<file path="src/rtl/controle_pkg.sv">
// Shared definitions for the multicycle RV32I control unit.
//   - estado_t : FSM state encodings (also shown on the debug output)
//   - classe_t : instruction class fed to the ALU-control decoder
//   - ALU operation codes, opcodes and datapath mux-select codes
package controle_pkg;

  localparam int unsigned ESTADO_BITS = 4;

  typedef enum logic [ESTADO_BITS-1:0] {
    StFetch    = 4'd0,
    StDecode   = 4'd1,
    StMemAddr  = 4'd2,
    StMemRead  = 4'd3,
    StWbLoad   = 4'd4,
    StMemWrite = 4'd5,
    StExecR    = 4'd6,
    StWbR      = 4'd7,
    StBranch   = 4'd8,
    StJal      = 4'd9,
    StExecI    = 4'd10,
    StErro     = 4'd15
  } estado_t;

  typedef enum logic [1:0] {
    ClsOutro = 2'd0,
    ClsR     = 2'd1,
    ClsI     = 2'd2
  } classe_t;

  // ALU operations
  localparam logic [3:0] ALU_AND = 4'd0;
  localparam logic [3:0] ALU_OR  = 4'd1;
  localparam logic [3:0] ALU_ADD = 4'd2;
  localparam logic [3:0] ALU_SUB = 4'd6;
  localparam logic [3:0] ALU_SLT = 4'd7;

  // Opcodes
  localparam logic [6:0] OPC_LOAD   = 7'b0000011;
  localparam logic [6:0] OPC_STORE  = 7'b0100011;
  localparam logic [6:0] OPC_RTYPE  = 7'b0110011;
  localparam logic [6:0] OPC_OPIMM  = 7'b0010011;
  localparam logic [6:0] OPC_BRANCH = 7'b1100011;
  localparam logic [6:0] OPC_JAL    = 7'b1101111;

  // Writeback select
  localparam logic [1:0] M2R_ALUOUT = 2'd0;
  localparam logic [1:0] M2R_PC     = 2'd1;
  localparam logic [1:0] M2R_MDR    = 2'd2;

  // ALU A select
  localparam logic [1:0] ULA_A_PCBACK = 2'd0;
  localparam logic [1:0] ULA_A_REG    = 2'd1;
  localparam logic [1:0] ULA_A_PC     = 2'd2;

  // ALU B select
  localparam logic [1:0] ULA_B_REG   = 2'd0;
  localparam logic [1:0] ULA_B_QUATRO = 2'd1;
  localparam logic [1:0] ULA_B_IMM   = 2'd2;

endpackage

</file>
<file path="src/rtl/controle_ula.sv">
// ALU-control decoder (combinational).
//   iClasse     : instruction class (R-type, I-type, other)
//   iFunct3     : instruction funct3
//   iFunct7b5   : instruction funct7[5]
//   oALUControl : ALU operation for the execute state
//   oIlegal     : funct3/funct7 combination not supported for the class
module controle_ula
  import controle_pkg::*;
(
  input  classe_t    iClasse,
  input  logic [2:0] iFunct3,
  input  logic       iFunct7b5,
  output logic [3:0] oALUControl,
  output logic       oIlegal
);

  always_comb begin
    oALUControl = ALU_ADD;
    oIlegal     = 1'b0;
    case (iClasse)
      ClsR: begin
        case (iFunct3)
          3'b000:  oALUControl = iFunct7b5 ? ALU_SUB : ALU_ADD;
          3'b111:  oALUControl = ALU_AND;
          3'b110:  oALUControl = ALU_OR;
          3'b010:  oALUControl = ALU_SLT;
          default: oIlegal = 1'b1;
        endcase
        // Only add/sub use the alternate funct7 encoding.
        if (iFunct7b5 && (iFunct3 != 3'b000)) begin
          oIlegal = 1'b1;
        end
      end
      ClsI: begin
        // funct7 bits belong to the immediate here.
        case (iFunct3)
          3'b000:  oALUControl = ALU_ADD;
          3'b111:  oALUControl = ALU_AND;
          3'b110:  oALUControl = ALU_OR;
          3'b010:  oALUControl = ALU_SLT;
          default: oIlegal = 1'b1;
        endcase
      end
      default: ;
    endcase
  end

endmodule

</file>
<file path="src/rtl/controle_multiciclo.sv">
// Main control FSM of the multicycle RV32I processor.
// Sequences fetch/decode/execute/memory/writeback over the shared datapath.
//   iCLK, iRST  : clock, synchronous active-high reset
//   iInst       : instruction register (stable from DECODE on)
//   iZero       : ALU zero flag (branch decision)
//   oEscrevePC, oEscreveIR, oLeMem, oEscreveMem, oEscreveReg : enables
//   oIouD, oMem2Reg, oOrigAULA, oOrigBULA, oOrigPC : datapath mux selects
//   oALUControl : ALU operation
//   oEstado     : current state (debug), oErro : high while in ERRO
module controle_multiciclo
  import controle_pkg::*;
#(
  parameter int unsigned ESTADO_W  = 4,
  parameter bit          ERRO_HALT = 1'b1
) (
  input  logic                iCLK,
  input  logic                iRST,
  input  logic [31:0]         iInst,
  input  logic                iZero,
  output logic                oEscrevePC,
  output logic                oEscreveIR,
  output logic                oIouD,
  output logic                oLeMem,
  output logic                oEscreveMem,
  output logic                oEscreveReg,
  output logic [1:0]          oMem2Reg,
  output logic [1:0]          oOrigAULA,
  output logic [1:0]          oOrigBULA,
  output logic                oOrigPC,
  output logic [3:0]          oALUControl,
  output logic [ESTADO_W-1:0] oEstado,
  output logic                oErro
);

  estado_t    estado_q, estado_d;
  logic [6:0] opcode;
  logic [2:0] funct3;
  classe_t    classe;
  logic [3:0] ula_op;
  logic       ula_ilegal;
  logic       ilegal;
  logic       unused_inst;

  assign opcode      = iInst[6:0];
  assign funct3      = iInst[14:12];
  assign unused_inst = ^{iInst[31], iInst[29:15], iInst[11:7]};

  assign classe = (opcode == OPC_RTYPE) ? ClsR :
                  (opcode == OPC_OPIMM) ? ClsI : ClsOutro;

  // The decoder looks at the instruction directly, so its illegal flag is valid in DECODE
  // and its ALU code is valid in EXEC_R/EXEC_I.
  controle_ula u_ula (
    .iClasse     (classe),
    .iFunct3     (funct3),
    .iFunct7b5   (iInst[30]),
    .oALUControl (ula_op),
    .oIlegal     (ula_ilegal)
  );

  always_comb begin
    case (opcode)
      OPC_LOAD, OPC_STORE:   ilegal = (funct3 != 3'b010);
      OPC_RTYPE, OPC_OPIMM:  ilegal = ula_ilegal;
      OPC_BRANCH:            ilegal = (funct3 != 3'b000);
      OPC_JAL:               ilegal = 1'b0;
      default:               ilegal = 1'b1;
    endcase
  end

  always_ff @(posedge iCLK) begin
    if (iRST) begin
      estado_q <= StFetch;
    end else begin
      estado_q <= estado_d;
    end
  end

  always_comb begin
    estado_d = StFetch;
    case (estado_q)
      StFetch: estado_d = StDecode;
      StDecode: begin
        if (ilegal) begin
          estado_d = ERRO_HALT ? StErro : StFetch;
        end else begin
          case (opcode)
            OPC_LOAD, OPC_STORE: estado_d = StMemAddr;
            OPC_RTYPE:           estado_d = StExecR;
            OPC_OPIMM:           estado_d = StExecI;
            OPC_BRANCH:          estado_d = StBranch;
            default:             estado_d = StJal;
          endcase
        end
      end
      StMemAddr: estado_d = (opcode == OPC_LOAD) ? StMemRead : StMemWrite;
      StMemRead: estado_d = StWbLoad;
      StExecR,
      StExecI:   estado_d = StWbR;
      StErro:    estado_d = StErro;
      default:   estado_d = StFetch;
    endcase
  end

  always_comb begin
    oEscrevePC  = 1'b0;
    oEscreveIR  = 1'b0;
    oIouD       = 1'b0;
    oLeMem      = 1'b0;
    oEscreveMem = 1'b0;
    oEscreveReg = 1'b0;
    oMem2Reg    = M2R_ALUOUT;
    oOrigAULA   = ULA_A_PCBACK;
    oOrigBULA   = ULA_B_REG;
    oOrigPC     = 1'b0;
    oALUControl = ALU_ADD;
    oErro       = 1'b0;
    case (estado_q)
      StFetch: begin
        oLeMem     = 1'b1;
        oEscreveIR = 1'b1;
        oOrigAULA  = ULA_A_PC;
        oOrigBULA  = ULA_B_QUATRO;
        oEscrevePC = 1'b1;
      end
      StDecode: begin
        // ALUOut <= PCBack + imm, the branch/jump target.
        oOrigAULA = ULA_A_PCBACK;
        oOrigBULA = ULA_B_IMM;
      end
      StMemAddr: begin
        oOrigAULA = ULA_A_REG;
        oOrigBULA = ULA_B_IMM;
      end
      StMemRead: begin
        oIouD  = 1'b1;
        oLeMem = 1'b1;
      end
      StWbLoad: begin
        oEscreveReg = 1'b1;
        oMem2Reg    = M2R_MDR;
      end
      StMemWrite: begin
        oIouD       = 1'b1;
        oEscreveMem = 1'b1;
      end
      StExecR: begin
        oOrigAULA   = ULA_A_REG;
        oOrigBULA   = ULA_B_REG;
        oALUControl = ula_op;
      end
      StExecI: begin
        oOrigAULA   = ULA_A_REG;
        oOrigBULA   = ULA_B_IMM;
        oALUControl = ula_op;
      end
      StWbR: begin
        oEscreveReg = 1'b1;
        oMem2Reg    = M2R_ALUOUT;
      end
      StBranch: begin
        oOrigAULA   = ULA_A_REG;
        oOrigBULA   = ULA_B_REG;
        oALUControl = ALU_SUB;
        oOrigPC     = 1'b1;
        oEscrevePC  = iZero;
      end
      StJal: begin
        // rd gets the still-old PC (already PC+4) as PC takes ALUOut on this edge.
        oOrigPC     = 1'b1;
        oEscrevePC  = 1'b1;
        oEscreveReg = 1'b1;
        oMem2Reg    = M2R_PC;
      end
      StErro: oErro = 1'b1;
      default: ;
    endcase

    if (iRST) begin
      oEscrevePC  = 1'b0;
      oEscreveIR  = 1'b0;
      oLeMem      = 1'b0;
      oEscreveMem = 1'b0;
      oEscreveReg = 1'b0;
      oErro       = 1'b0;
    end
  end

  assign oEstado = iRST ? '0 : ESTADO_W'(estado_q);

endmodule

</file>
<file path="config.mk">
export PLATFORM = sky130hd
export DESIGN_NAME = controle_multiciclo
export DESIGN_NICKNAME = d
export VERILOG_FILES = /design/src/rtl/controle_pkg.sv /design/src/rtl/controle_ula.sv /design/src/rtl/controle_multiciclo.sv
export SDC_FILE = /design/constraint.sdc
export NUM_CORES = 1
export LEC_CHECK = 0
export CAP_MARGIN = 10
export CORE_ASPECT_RATIO = 0.75
export CORE_MARGIN = 10
export CORE_UTILIZATION = 33
export DETAILED_ROUTE_END_ITERATION = 16
export PLACE_DENSITY = 0.8
export SYNTH_ARGS = -nofsm -noshare
export SYNTH_HDL_FRONTEND = slang
export SYNTH_SLANG_ARGS = --single-unit
</file>
<file path="constraint.sdc">
create_clock -name iCLK -period 2.03 [get_ports iCLK]
set_input_delay 0.406 -clock iCLK [delete_from_list [all_inputs] [get_ports iCLK]]
set_output_delay 0.406 -clock iCLK [all_outputs]
set_load 0.02 [all_outputs]
</file>
# After elaboration in Yosys (flattened, before gate mapping)
# Index checks and enable logic that the tools add are counted.
# totals
regBits	4
latchBits	0
mem_bits_rw	0
rom_bits	0
inputBits	35
output_inout_bits	22
word_cells	72
mem_count	0
# op_classes
n_addsub	0
mul	0
n_div	0
magnitude_cmp	0
n_eq_ne	23
shifts	0
muxes	33
bitwise	0
reduce_logical	15
# op_table
op	count
$pmux W4 S4	2
$pmux W4 S6	1
$eq A4 B3 Y1 const B	4
$eq A4 B4 Y1 const B	4
$pmux W4 S2	2
$mux W1	15
$eq A7 B6 Y1 const B	2
$eq A7 B7 Y1 const B	2
$reduce_or A2 Y1	7
$pmux W2 S2	3
$pmux W3 S3	1
$eq A4 B2 Y1 const B	2
$mux W4	2
$reduce_or A4 Y1	2
$eq A7 B2 Y1 const B	1
$eq A7 B5 Y1 const B	1
$eq A3 B3 Y1 const B	2
$mux W3	2
$reduce_or A3 Y1	2
$eq A4 B1 Y1 const B	1
$logic_not A4 Y1	1
$mux W2	2
$pmux W1 S2	2
$pmux W1 S4	1
7 further kinds	7

# Logic depth before layout (Yosys ltp)
# logic_depth
word_depth	8
mapped_depth	5
mapped_depth_nobuf	4

# Modules after synthesis
# A second synthesis with hierarchy kept.
# unflattened
hier_cells	110
area_unflattened_um2	699.4
# by_module_without_submodules
mod	instances	cells_each	area_each_um2	seq_area_each_um2
controle_multiciclo	1	92	583.1	80.1
controle_ula	1	18	116.4	0.0

# Worst setup path before layout
# No wires, ideal clock.
# synth_timing
path_type	reg-to-output
start	register estado_q[0]
end	output port oEscreveReg
arrival_time_ns	1.412
t_required_ns	1.624
path_slack_ns	0.212
stages_incl_launch_ff	5
path_buffers	1
cell_sequence	dfxtp_1 -> buf_2 -> nor3_1 -> a21oi_1 -> nor2_1
# synth_via
elab_chain_cells	4
elab_cells_between_ends	6
cone_classes	eq/ne: 3; mux: 2; reduce/logical: 1
# synth_lines
item	line	rtl
from (decl)	controle_multiciclo.sv:35	estado_t estado_q, estado_d;
from (signal assigned)	controle_multiciclo.sv:73	estado_q <= StFetch;
from (signal assigned)	controle_multiciclo.sv:75	estado_q <= estado_d;
$eq A4 B4 Y1 / $eq A4 B3 Y1 (equally long branches)	controle_multiciclo.sv:118	case (estado_q)
$reduce_or A3 Y1 (no source line) *	-	
$mux W1 *	controle_multiciclo.sv:118	
$mux W1 *	controle_multiciclo.sv:179	if (iRST) begin
to (decl)	controle_multiciclo.sv:25	output logic oEscreveReg,
# Every way passes the cells marked *; elsewhere a longest branch is shown, timed or not.

# Worst setup path in the final report
# layout_timing
start	input port iInst[2]
end	output port oALUControl[0]
# layout_via
elab_chain_cells	6
elab_cells_between_ends	8
cone_classes	eq/ne: 4; mux: 4
# layout_lines
item	line	rtl
from (decl)	controle_multiciclo.sv:18	input logic [31:0] iInst,
$eq A7 B5 Y1	controle_multiciclo.sv:49	(opcode == OPC_OPIMM) ? ClsI : ClsOutro;
$mux W2	controle_multiciclo.sv:49	
$mux W2 *	controle_multiciclo.sv:48	assign classe = (opcode == OPC_RTYPE) ? ClsR :
$eq A2 B2 Y1 / $eq A2 B1 Y1 (equally long branches)	controle_ula.sv:20	case (iClasse)
$pmux W4 S2 *	controle_ula.sv:20	
$pmux W4 S2 *	controle_multiciclo.sv:118	
to (decl)	controle_multiciclo.sv:30	output logic [3:0] oALUControl,
# Marked as above.

==> flow_summary.json <==
{
  "run_status": "completed",
  "final_hold_viol_count": 0,
  "initial_utilization_pct": 35.59,
  "drt_iter0_markers": 72,
  "stdcell_area_um2": 1354,
  "rsz0062_at_grt": "yes",
  "critical_path.slowest_cell": "sky130_fd_sc_hd__or3_4",
  "timing.critical_path.cells": "dlygate4sd2_1 -> or3_4 -> nor2_4 -> buf_6 -> and3b_1 -> buf_6",
  "initial_antenna_violation_count": 0,
  "worst-endpoint-required_ps": 1620,
  "cts_buffers": 3,
  "grt_usage_pct": 13.18,
  "setup_total_negative_slack_ps": 0,
  "cp.arrival_ps": 1580,
  "ys_warn_count": 0,
  "wl_per_cell_um": 15.29,
  "hp-start": "iInst[5]",
  "post_dp_cell_area_um2": 1314,
  "vdd_drop_max_v": 0.0007775,
  "fin_total_pwr_mw": 1.258,
  "clock.fmax_mhz": 502.6,
  "most_flops_register": "estado_q",
  "post_synth_num_cell_types": 43,
  "clk_root_buffer_cell": "sky130_fd_sc_hd__clkbuf_4",
  "floorplan.rows": 14,
  "worst_case_clock_skew_ps": 7.321,
  "grt_pass1_wl_mm": 4.671,
  "residual_drc": 0,
  "mappedNetlistArea_um2": 729.5,
  "maxCapViolations": 0,
  "num_vias": 1072,
  "overall_die_width_um": 74.29,
  "detail_route.vias_per_cell": 5.526,
  "whs_endpoint": "estado_q[2]",
  "core_area_um2": 2049,
  "power.switching_fraction_pct": 50.65,
  "tritoncts": "done",
  "synth_enable_flop_cells": 0,
  "timing.hold.worst.class": "primary input to register",
  "synth-main-ff-cell": "sky130_fd_sc_hd__dfxtp_1",
  "synth_fp_nets": 138,
  "setup_viol": 0,
  "route.antenna.remaining_nets": 0,
  "share_seq_of_total_power_pct": 10.9,
  "cts_max_path_buffers": 2,
  "synthMostInstantiatedCell": "sky130_fd_sc_hd__a21oi_1",
  "grt_max_degree": 15,
  "routabilityCongestion": 0.8233,
  "worstSkewPairLatency_ps": 260,
  "worst_setup_hold_path_clk_slew_ps": 40,
  "port-buffer-count": 34,
  "timing_worst_setup_path_type": "primary input to output port",
  "finalNonFillerCells": 194,
  "final_min_period_over_clock_period_pct": 98.01,
  "ys_ff_latch": 4,
  "numPlacedInstances": 188,
  "synthCells": 103,
  "worst_setup_slack_post_dpl_ps": -585.7,
  "floorplan.io_pins": 57,
  "start_kind": "primary input",
  "number_of_global_route_vias_before_repair": 1021,
  "drt_pre_antenna_iters": 4,
  "worstRegToRegCells": 6,
  "comb_power_share_pct": 80.1,
  "synthDominantAreaCellType": "sky130_fd_sc_hd__dfxtp_1",
  "critPathMaxStageDelay_ps": 340,
  "post-synth-top-area-fraction_pct": 10.98,
  "final_layout_size_suffix_gt1_share_pct": 35.88,
  "htree_depth": 1,
  "die_height_um": 60.72,
  "synthesis.area_per_instance_um2": 7.082,
  "r2r-end": "estado_q[0]",
  "max_slew_violation_total_from_the_final_report": 0,
  "utilization_pct": 66.06,
  "number_of_cells_traversed_by_the_worst_hold_path": 4,
  "grt_overflow": 0,
  "cellPowerDensity_nw_per_um2": 928.9,
  "cts_hold_repair.buffers": 0,
  "post-route-min-period_ps": 1990,
  "largest_register_ff_count": 4,
  "synth_async_reset_ratio_pct": 0,
  "cellLeakagePower_nw": 0.6933,
  "detail_route.wirelength_mm": 2.967,
  "cts_sinks": 4,
  "synth-seq-area-share_pct": 10.98,
  "leading_post_synthesis_cells_by_cell_area": "sky130_fd_sc_hd__dfxtp_1, sky130_fd_sc_hd__a21oi_1, sky130_fd_sc_hd__and3_1",
  "floorplan.die_area_um2": 4511,
  "largest_registers": "estado_q (4)",
  "clock_power_share_pct": 9.0,
  "worst_slack_ps": 40.31,
  "internal_power_mw": 0.6206,
  "crit_path_frequent_cell": "sky130_fd_sc_hd__buf_6",
  "hpwlAfterDp_mm": 2.409,
  "syn_to_final_growth_pct": 85.59,
  "final_nets": 207,
  "total_switching_power_mw": 0.6369,
  "ant_cells": 0,
  "r2r_setup_slack_ps": 560,
  "synthTopCellsByCount": "sky130_fd_sc_hd__a21oi_1, sky130_fd_sc_hd__nor2_1, sky130_fd_sc_hd__and3_1",
  "hold-worst-slack_ps": 703.1,
  "worst-path-max-fanout": 3,
  "timing.critical_path.to_type": "output port",
  "worstReg2RegStart": "estado_q[1]"
}
==> cell type report <==
type	instances	area (um^2)
Tap cell	24	30.03
Sequential cell	4	82.58
Clock buffer	3	22.52
Fill cell	180	695.7
Multi-Input combinational cell	87	606.8
Inverter	6	22.52
Timing Repair Buffer	70	589.3
==> worst max-delay path by stage <==
stage                startpoint              to  slack, ps
floorplan           estado_q[0]     oEscreveReg        210
global placement       iInst[6]  oALUControl[2]       -540
detailed placement     iInst[6]  oALUControl[0]       -590
CTS                    iInst[2]  oALUControl[2]          8
global route           iInst[2]  oALUControl[2]        -40
finish                 iInst[2]  oALUControl[0]         40
==> layer usage <==
layer | share of wire, % | vias to the layer above | GRT usage, %
li1 | - | 523 | -
met5 | 0 | - | 0
met2 | 50 | 48 | 22.94
met1 | 40 | 492 | 14.27
met4 | 1.9 | 0 | 6.510
met3 | 8.3 | 9 | 4.241
==> repair_timing <==
action / CTS / global route
buffers inserted: 1 / 2
gates resized for setup: 38 / 25
endpoints found under the setup margin: 21 / 9
pin swaps: 5 / 5
==> power groups by stage <==
stage               registers (mW)  logic, mW  clock network (mW)
global route                 0.141       1.09               0.120
CTS                          0.132       1.01               0.114
detailed placement           0.133       1.09                   0
finish                       0.137       1.01               0.113
floorplan                    0.135      0.566                   0
global placement             0.131       1.06                   0
==> layout by cell type, fill, tap and decap left out, drive strengths merged, types with 5 or more instances in the layout <==
cell | Yosys | routed
a21oi | 10 | 10
and3 | 8 | 8
buf | 6 | 39
clkbuf | 0 | 7
clkdlybuf4s50 | 0 | 5
dlygate4sd2 | 0 | 13
dlymetal6s2s | 0 | 5
inv | 6 | 6
nor2 | 10 | 10
nor2b | 6 | 6
nor3 | 6 | 6
o21ai | 7 | 7
==> logic make-up after synthesis <==
| kind of cell | count (synthesis) | share of synthesized area [%] |
|---|---|---|
| simple gates | 47 | 39.11 |
| other cells | 1 | 0.5141 |
| flops | 4 | 10.98 |
| xor+xnor | 3 | 3.603 |
| fa+ha+maj | 1 | 1.544 |
| buf+inv | 12 | 7.717 |
| compound gates | 35 | 36.54 |
==> critical path: cells and delay by family <==
family	cells	cell delay (ps)
buffers and inverters	3	490
and+or+nand+nor	3	690
No activity file was read; power rests on OpenSTA's default activity.
